--- src/rtl/lock_pkg.sv ---
// lock_pkg: digit constants, debounce defaults and digit arithmetic shared by the lock
package lock_pkg;
    localparam int DIGIT_MAX         = 9;
    localparam int DIGIT_W           = 4;
    localparam int NUM_DIGITS        = 4;
    localparam int DB_CYCLES_DEFAULT = 1000000;
    localparam int CNT_W_DEFAULT     = 20;

    typedef logic [DIGIT_W-1:0] digit_t;

    function automatic digit_t digit_inc(input digit_t d);
        return (d == digit_t'(DIGIT_MAX)) ? '0 : d + digit_t'(1);
    endfunction
endpackage

--- src/rtl/digit_entry_if.sv ---
// digit_entry_if: raw keys and controls in, digits and strobes out
interface digit_entry_if;
    import lock_pkg::*;
    logic [NUM_DIGITS-1:0] i_key;
    logic                  i_en;
    logic                  i_clr;
    digit_t                o_d0;
    digit_t                o_d1;
    digit_t                o_d2;
    digit_t                o_d3;
    logic [NUM_DIGITS-1:0] o_press;
    logic                  o_changed;

    modport master (
        output i_key, i_en, i_clr,
        input  o_d0, o_d1, o_d2, o_d3, o_press, o_changed
    );

    modport slave (
        input  i_key, i_en, i_clr,
        output o_d0, o_d1, o_d2, o_d3, o_press, o_changed
    );
endinterface

--- src/rtl/key_debounce.sv ---
// key_debounce: synchronize one raw switch, debounce it and strobe on each accepted rise
module key_debounce
    import lock_pkg::*;
#(
    parameter int DB_CYCLES = DB_CYCLES_DEFAULT,
    parameter int CNT_W     = CNT_W_DEFAULT
) (
    input  logic clk,
    input  logic rst,
    input  logic i_key,
    output logic o_press
);
    localparam logic [CNT_W-1:0] LP_LAST = CNT_W'(DB_CYCLES - 1);

    logic             r_s1;
    logic             r_s2;
    logic             r_stb;
    logic             r_press;
    logic [CNT_W-1:0] r_cnt;

    // two-flop sync, then a new level must persist DB_CYCLES samples before it is accepted
    always_ff @(posedge clk) begin
        if (rst) begin
            r_s1    <= 1'b0;
            r_s2    <= 1'b0;
            r_stb   <= 1'b0;
            r_press <= 1'b0;
            r_cnt   <= '0;
        end else begin
            r_s1    <= i_key;
            r_s2    <= r_s1;
            r_press <= 1'b0;
            if (r_s2 == r_stb) begin
                r_cnt <= '0;
            end else if (r_cnt == LP_LAST) begin
                r_stb   <= r_s2;
                r_cnt   <= '0;
                r_press <= r_s2;
            end else begin
                r_cnt <= r_cnt + CNT_W'(1);
            end
        end
    end

    assign o_press = r_press;
endmodule

--- src/rtl/digit_entry.sv ---
// digit_entry: four debounced key channels stepping modulo-10 digit registers
module digit_entry
    import lock_pkg::*;
#(
    parameter int DB_CYCLES = DB_CYCLES_DEFAULT,
    parameter int CNT_W     = CNT_W_DEFAULT
) (
    input logic         clk,
    input logic         rst,
    digit_entry_if.slave bus
);
    logic [NUM_DIGITS-1:0] w_press;
    digit_t                w_next  [NUM_DIGITS];
    logic                  w_diff;
    digit_t                r_digit [NUM_DIGITS];
    logic                  r_upd;
    logic                  r_changed;

    for (genvar g = 0; g < NUM_DIGITS; g++) begin : g_ch
        key_debounce #(
            .DB_CYCLES(DB_CYCLES),
            .CNT_W    (CNT_W)
        ) u_db (
            .clk    (clk),
            .rst    (rst),
            .i_key  (bus.i_key[g]),
            .o_press(w_press[g])
        );
    end

    // clear beats an enabled press; a press while disabled is simply dropped
    always_comb begin
        w_diff = 1'b0;
        for (int i = 0; i < NUM_DIGITS; i++) begin
            w_next[i] = bus.i_clr ? '0 : (bus.i_en && w_press[i]) ? digit_inc(r_digit[i]) : r_digit[i];
            w_diff    = w_diff | (w_next[i] != r_digit[i]);
        end
    end

    // digit registers; changed trails the digit update by one cycle via r_upd
    always_ff @(posedge clk) begin
        if (rst) begin
            for (int i = 0; i < NUM_DIGITS; i++) r_digit[i] <= '0;
            r_upd     <= 1'b0;
            r_changed <= 1'b0;
        end else begin
            for (int i = 0; i < NUM_DIGITS; i++) r_digit[i] <= w_next[i];
            r_upd     <= w_diff;
            r_changed <= r_upd;
        end
    end

    assign bus.o_d0      = r_digit[0];
    assign bus.o_d1      = r_digit[1];
    assign bus.o_d2      = r_digit[2];
    assign bus.o_d3      = r_digit[3];
    assign bus.o_press   = w_press;
    assign bus.o_changed = r_changed;
endmodule

--- src/flat_wrapper.sv ---
// flat-port wrapper written by rule: the top's interface ports become plain ports
module digit_entry_flat import lock_pkg::*;
#(
    parameter int DB_CYCLES = DB_CYCLES_DEFAULT,
    parameter int CNT_W     = CNT_W_DEFAULT
)
  (clk, rst, bus_i_key, bus_i_en, bus_i_clr, bus_o_d0, bus_o_d1, bus_o_d2, bus_o_d3, bus_o_press, bus_o_changed);
  digit_entry_if bus_i ();
  input logic clk;
  input logic rst;
  input wire logic [$bits(bus_i.i_key)-1:0] bus_i_key;
  input wire logic [$bits(bus_i.i_en)-1:0] bus_i_en;
  input wire logic [$bits(bus_i.i_clr)-1:0] bus_i_clr;
  output wire logic [$bits(bus_i.o_d0)-1:0] bus_o_d0;
  output wire logic [$bits(bus_i.o_d1)-1:0] bus_o_d1;
  output wire logic [$bits(bus_i.o_d2)-1:0] bus_o_d2;
  output wire logic [$bits(bus_i.o_d3)-1:0] bus_o_d3;
  output wire logic [$bits(bus_i.o_press)-1:0] bus_o_press;
  output wire logic [$bits(bus_i.o_changed)-1:0] bus_o_changed;
  assign bus_i.i_key = bus_i_key;
  assign bus_i.i_en = bus_i_en;
  assign bus_i.i_clr = bus_i_clr;
  assign bus_o_d0 = bus_i.o_d0;
  assign bus_o_d1 = bus_i.o_d1;
  assign bus_o_d2 = bus_i.o_d2;
  assign bus_o_d3 = bus_i.o_d3;
  assign bus_o_press = bus_i.o_press;
  assign bus_o_changed = bus_i.o_changed;
  digit_entry #(.DB_CYCLES(DB_CYCLES), .CNT_W(CNT_W)) u_core (.clk(clk), .rst(rst), .bus(bus_i));
endmodule
--- config.mk ---
export PLATFORM = sky130hd
export DESIGN_NAME = digit_entry_flat
export DESIGN_NICKNAME = d
export VERILOG_FILES = /design/src/rtl/lock_pkg.sv /design/src/rtl/digit_entry_if.sv /design/src/rtl/key_debounce.sv /design/src/rtl/digit_entry.sv /design/src/flat_wrapper.sv
export SDC_FILE = /design/constraint.sdc
export NUM_CORES = 1
export LEC_CHECK = 0
export BUFFER_PORTS_ARGS = -buffer_cell sky130_fd_sc_hd__clkbuf_2
export CORE_ASPECT_RATIO = 0.75
export CORE_UTILIZATION = 55
export DETAILED_ROUTE_END_ITERATION = 10
export PLACE_DENSITY = 0.83
export SLEW_MARGIN = 40
export SYNTH_ARGS = -nofsm -noshare
export SYNTH_HDL_FRONTEND = slang
export SYNTH_HIERARCHICAL = 1
export SYNTH_SLANG_ARGS = --single-unit
--- constraint.sdc ---
create_clock -name clk -period 2.4 [get_ports clk]
set_input_delay 0.12 -clock clk [delete_from_list [all_inputs] [get_ports clk]]
set_output_delay 0.12 -clock clk [all_outputs]
set_load 0.02 [all_outputs]
# After elaboration in Yosys (flattened, before gate mapping)
# Memory sizes are Yosys's and may differ from the RTL's.
# Cells that the tools add are included.
[word_totals] ff_bits=98 ram_bits=16 in_bits=8 out_inout_bits=21 wordCells=97 n_memories=1
[mem_list] memory="u_core.r_digit" words=4 width=4 read_ports=4 rd_ports_with_merged_regs=0 wr=4 line="digit_entry.sv:15" source="digit_t r_digit [NUM_DIGITS];"
[classes] addsub=8 n_eq_ne=16 n_mux=19 n_bitwise=15 reduce_logical=16
[ops] operator="adder 20 x 1 -> 20 bit (second input constant)" n=4
[ops] operator="== test 20 bit (second input constant)" n=4
[ops] operator="2-to-1 mux 4 bit" n=16
[ops] operator="OR reduction 3 bit" n=8
[ops] operator="adder 4 x 1 -> 4 bit (second input constant)" n=4
[ops] operator="== test 4 bit (second input constant)" n=4
[ops] operator="inequality test 4 bit" n=4
[ops] operator="inverter 1 bit" n=8
[ops] operator="AND reduction 2 bit" n=4
[ops] operator="bitwise OR 1 bit" n=7
[ops] operator="== test 1 bit" n=4
[ops] operator="logical AND 1 bit" n=4
[ops] operator="2-to-1 mux 1 bit" n=3

# Depth between registers and ports, before layout
[logic_depth] ltp_word=8 ltp_mapped=7 mapped_depth_nobuf=5

# Hierarchy
# The synthesis kept the hierarchy.
[modules_own_cells] mod="key_debounce" instances=4 cells_per_inst=123 area_per_inst_um2=1079.8 seq_area_each_um2=480.5
[modules_own_cells] mod="digit_entry" instances=1 cells_per_inst=105 area_per_inst_um2=874.6 seq_area_each_um2=360.3

# Worst setup path before layout
# Ideal clock, no wire load.
[synth_path] path_kind="flip-flop to flip-flop" startpoint="register u_core.g_ch[0].u_db.r_cnt[8]" endpoint="register u_core.g_ch[0].u_db.r_cnt[17]" setup_ps=70 arrival_time_ps=1668 setup_slack_ps=662 path_stages_with_launch=5 period_less_slack_ps=1738 path_cell_list="dfxtp_1 -> nand4_4 -> or4_4 -> or4_1 -> a21oi_1"
[synth_via] elab_chain_cells=2
[synth_lines] item="from (decl)" line="key_debounce.sv:19" source="logic [CNT_W-1:0] r_cnt;"
[synth_lines] item="from (signal assigned)" line="key_debounce.sv:40" source="r_cnt <= r_cnt + CNT_W'(1);"
[synth_lines] item="branches (longest 2 deep; another with adder 20 x 1 -> 20 bit)"
# Parallel ways; which one is timed is not known.
# A chain may end at the register's enable or synchronous reset.

# Final worst setup path
[layout_path] startpoint="register u_core.g_ch[1].u_db.r_cnt[0]" endpoint="register u_core.g_ch[1].u_db.r_cnt[18]"
[layout_via] elab_chain_cells=2
[layout_lines] item="from (decl)" line="key_debounce.sv:19"
[layout_lines] item="from (signal assigned)" line="key_debounce.sv:40"
[layout_lines] item="branches (longest 2 deep; another with adder 20 x 1 -> 20 bit)"
# Parallel ways; which one is timed is not known.

==> summary.txt <==
Worst setup path
  – Reg-to-Reg End: u_core/g_ch[1].u_db/r_cnt[18]
  – Startpoint type of the worst setup path: flip-flop
  – Endpoint class of the critical path: flip-flop
  – Crit Reg-Reg Startpoint: u_core/g_ch[1].u_db/r_cnt[0]
  – Worst endpoint required time: 2.70 ns
  – Reg2reg setup slack: 0.34 ns
  – Reg2reg path depth: 5
  – WP data arrival: about 2.4 ns
  – Critical-path maximum fanout: 5
  – Critical Setup Path Class: reg2reg

Power
  – P per Cell Area: roughly 750 nW/um^2
  – Worst vdd ir: 470.0 uV
  – Final Power: between 0.004 and 0.005 W
  – Lkg Pwr: 1.888 nW

STA
  – Relative slew margins: 60.58%
  – F_max: 484.4 MHz
  – Layout Skew: 0.009832 ns
  – Final Hold Fails: 0
  – Worst slew pin tran: 0.5859 ns
  – RSZ-0062 raised after global routing: false
  – Fin. max-slew vios: 0
  – Tmin final: 2.064 ns
  – Fin crit share: 86.02%
  – Final setup vio count: 0
  – Setup TNS Final: 0 ns

Yosys
  – Syn. warnings: 6
  – Library cells used by synthesis: 38
  – Post-synth ARST share: 0%
  – Synth area leaders: dfxtp_1 44%, xnor2_1 8.8%, nor2_1 6.4%
  – Post-synthesis cell count: 597
  – Synth Flop Type: dfxtp_1
  – Post-synth top area share: 43.94%
  – Post-Synthesis Cell Area: 5194 sq um
  – Post-Syn Nets: 609
  – Syn Area/Cell: 8.700 sq um
  – Post-synthesis register bit count: 114
  – Post-synth EDFFs: 0
  – Sequential element share of the synthesized area: 43.94%
  – Yosys top cell by area: dfxtp_1

Clock tree
  – Worst-path clk slew: 0.05 ns
  – Skew-Pair Late Insertion Delay: about 0.4 ns
  – # resized after CTS: 0
  – Root buf cell: clkbuf_16
  – CTS tree: done
  – Clock buffer depth: 2
  – Num CTS Buffers: 17
  – Clock Sinks: 114
  – Htree depth: 4

Min path
  – Hold Crit Depth: 3
  – Min-delay src: bus_i_clr
  – Hold endpoint: u_core/r_upd
  – Hold Crit Class: in2reg

Detailed routing
  – Vias/cell: 5.830
  – Final WL: 11.74 mm
  – Initial drt markers: 477
  – Via count: 4565
  – Wirelength per Cell: 14.99 um
  – Final antenna-violating net count: 0
  – DRT Pass-1 Iters: 5
  – Drc violations: 0

GRT
  – Largest net degree at the start of global routing: 19
  – GRT Total Usage: 25.37%
  – Initial antenna violation count: 0
  – Total grt overflow: 0
  – First-pass GRT wire length: 19.65 mm
  – Number of global-route vias before repair: 4225

Layout
  – ANT cells: 0
  – Share of layout cells above drive strength 1: roughly 14%
  – Nets: 654
  – P&R area growth vs syn: 18.21%
  – # fillers: 676

Placed design
  – DPL Wire Length: 7.646 mm
  – PortBufs: 28
  – Gpl congestion: 0.8602

Die
  – I/O Pins: 29
  – Site row count: 30
  – Core footprint: 9121 sq um
  – Die Height: between 80 and 90 um
  – Die area: 9840 sq um
  – Die X-Extent: about 110 um
  – Starting density of the core: between 50% and 60%

Status
  – Status: finished clean

Run
  – Max cap viols: 0
## area by class of cell
type,count,area [sq um],area share [%]
Tap cell,128,160.2,2.609
Multi-Input combinational cell,446,2765,45.04
Clock inverter,15,191.4,3.118
Timing Repair Buffer,37,217.7,3.546
Clock buffer,17,425.4,6.929
Sequential cell,114,2282,37.17
Inverter,26,97.59,1.590
## cells in the final DEF (no fill, tap or decap), types with 2 or more instances in the layout
master	count
o21ai_2	4
or4_1	8
and3_1	8
clkbuf_2	28
nand3_2	4
mux2i_1	5
a21oi_1	29
dlygate4sd3_1	4
o31ai_1	8
nand2b_1	2
xor2_1	15
nor4b_1	5
buf_4	5
nor4_1	24
xnor2_1	52
o21ai_0	14
nor2_1	89
clkinv_4	3
inv_1	26
nor3_1	24
nor2b_1	17
clkinv_2	6
clkbuf_16	17
clkinvlp_4	2
or4_4	5
nand4_4	4
nor3b_1	5
nand2_1	38
nand4_1	23
or3_1	13
or2_2	9
ha_1	4
nand3_1	24
nor4bb_1	4
dfxtp_1	114
bufinv_16	4
o41ai_1	2
## power breakdown
group,switching [W],internal [W]
combinational,0.0000407,0.0000255
sequential,0.00000572,0.00190
clock,0.000880,0.00173
## sequential cells by signal, indices dropped and copies added, names as in the netlist
signal	count
u_core/r_upd	1
u_core/bus.o_changed	1
u_core/g_ch.u_db/r_s2	4
u_core/r_digit	16
u_core/g_ch.u_db/o_press	4
u_core/g_ch.u_db/r_stb	4
u_core/g_ch.u_db/r_cnt	80
u_core/g_ch.u_db/r_s1	4
## worst max-delay path, cell delays in order, from the launching register on
cell and delay, ns:
dfxtp_1 0.40, ha_1 0.29, nand4_1 0.22, nor4_1 0.59, mux2i_1 0.16, nor4b_1 0.30
## repair_timing
action,CTS,global route
endpoints found under the hold margin,4,0
buffers inserted,0,0
hold buffers,4,0
## worst max-delay path by stage
stage | start | end | slack [ns] | cells past startpoint
6_report | u_core/g_ch[1].u_db/r_cnt[0] | u_core/g_ch[1].u_db/r_cnt[18] | 0.34 | 5
5_1_grt | u_core/g_ch[1].u_db/r_cnt[0] | u_core/g_ch[1].u_db/r_cnt[18] | 0.19 | 5
4_1_cts | u_core/g_ch[1].u_db/r_cnt[0] | u_core/g_ch[1].u_db/r_cnt[18] | 0.38 | 5
3_5_place_dp | u_core/g_ch[1].u_db/r_cnt[0] | u_core/g_ch[1].u_db/r_cnt[18] | 0.39 | 5
3_3_place_gp | u_core/g_ch[1].u_db/r_cnt[0] | u_core/g_ch[1].u_db/r_cnt[18] | 0.55 | 5
2_1_floorplan | u_core/g_ch[0].u_db/r_cnt[8] | u_core/g_ch[0].u_db/r_cnt[17] | 0.66 | 4
## cell families after synthesis
logic type	synth area share, %
AOI/OAI and AO/OA	7.517
DFF	43.94
buffers and inverters	2.819
and+or+nand+nor	32.50
adders and majority gates	0.9637
muxes	0.9637
xor gates and xnor gates	11.30
## stage by stage
stage	utilization, %	cell area, sq um	setup slack [ns]	std cells	hold WS (ns)
after floorplan	-	5194	0.6620	597	0.1824
after global placement	60.11	5483	0.5478	747	0.3535
after detailed placement	60.11	5483	0.3854	747	0.3587
after CTS	67.31	6140	0.3847	783	0.1352
after global routing	67.31	6140	0.1857	783	0.1807
final	67.31	6140	0.3356	783	0.1769
## per-layer routing
metal | wire, um | vias to the layer above | share of wire (%) | GRT usage (%)
met5 | 0 | - | 0 | 0
met4 | 271 | 0 | 2.3 | 10.86
li1 | - | 2205 | - | -
met1 | 5448 | 2145 | 46 | 32.11
met3 | 733 | 35 | 6.2 | 7.915
met2 | 5287 | 180 | 45 | 40.06
## cells in the mapped netlist, types with 2 or more instances
cell type	instances
nor3b_1	5
or4_1	8
o21ai_2	4
nand3_1	24
and3_1	8
nor2b_1	17
or4_4	5
xnor2_1	52
a21oi_1	29
nand4_4	4
clkbuf_1	5
nor3_1	24
ha_1	4
o21ai_0	14
or2_2	9
nand3_2	4
dfxtp_1	114
o41ai_1	2
nand2b_1	2
nor2_1	89
nor4b_1	5
inv_1	26
nand4_1	23
o31ai_1	8
nor4bb_1	4
xor2_1	15
buf_2	6
mux2i_1	5
nand2_1	38
or3_1	13
nor4_1	24
Power figures use the tool's default switching activity.
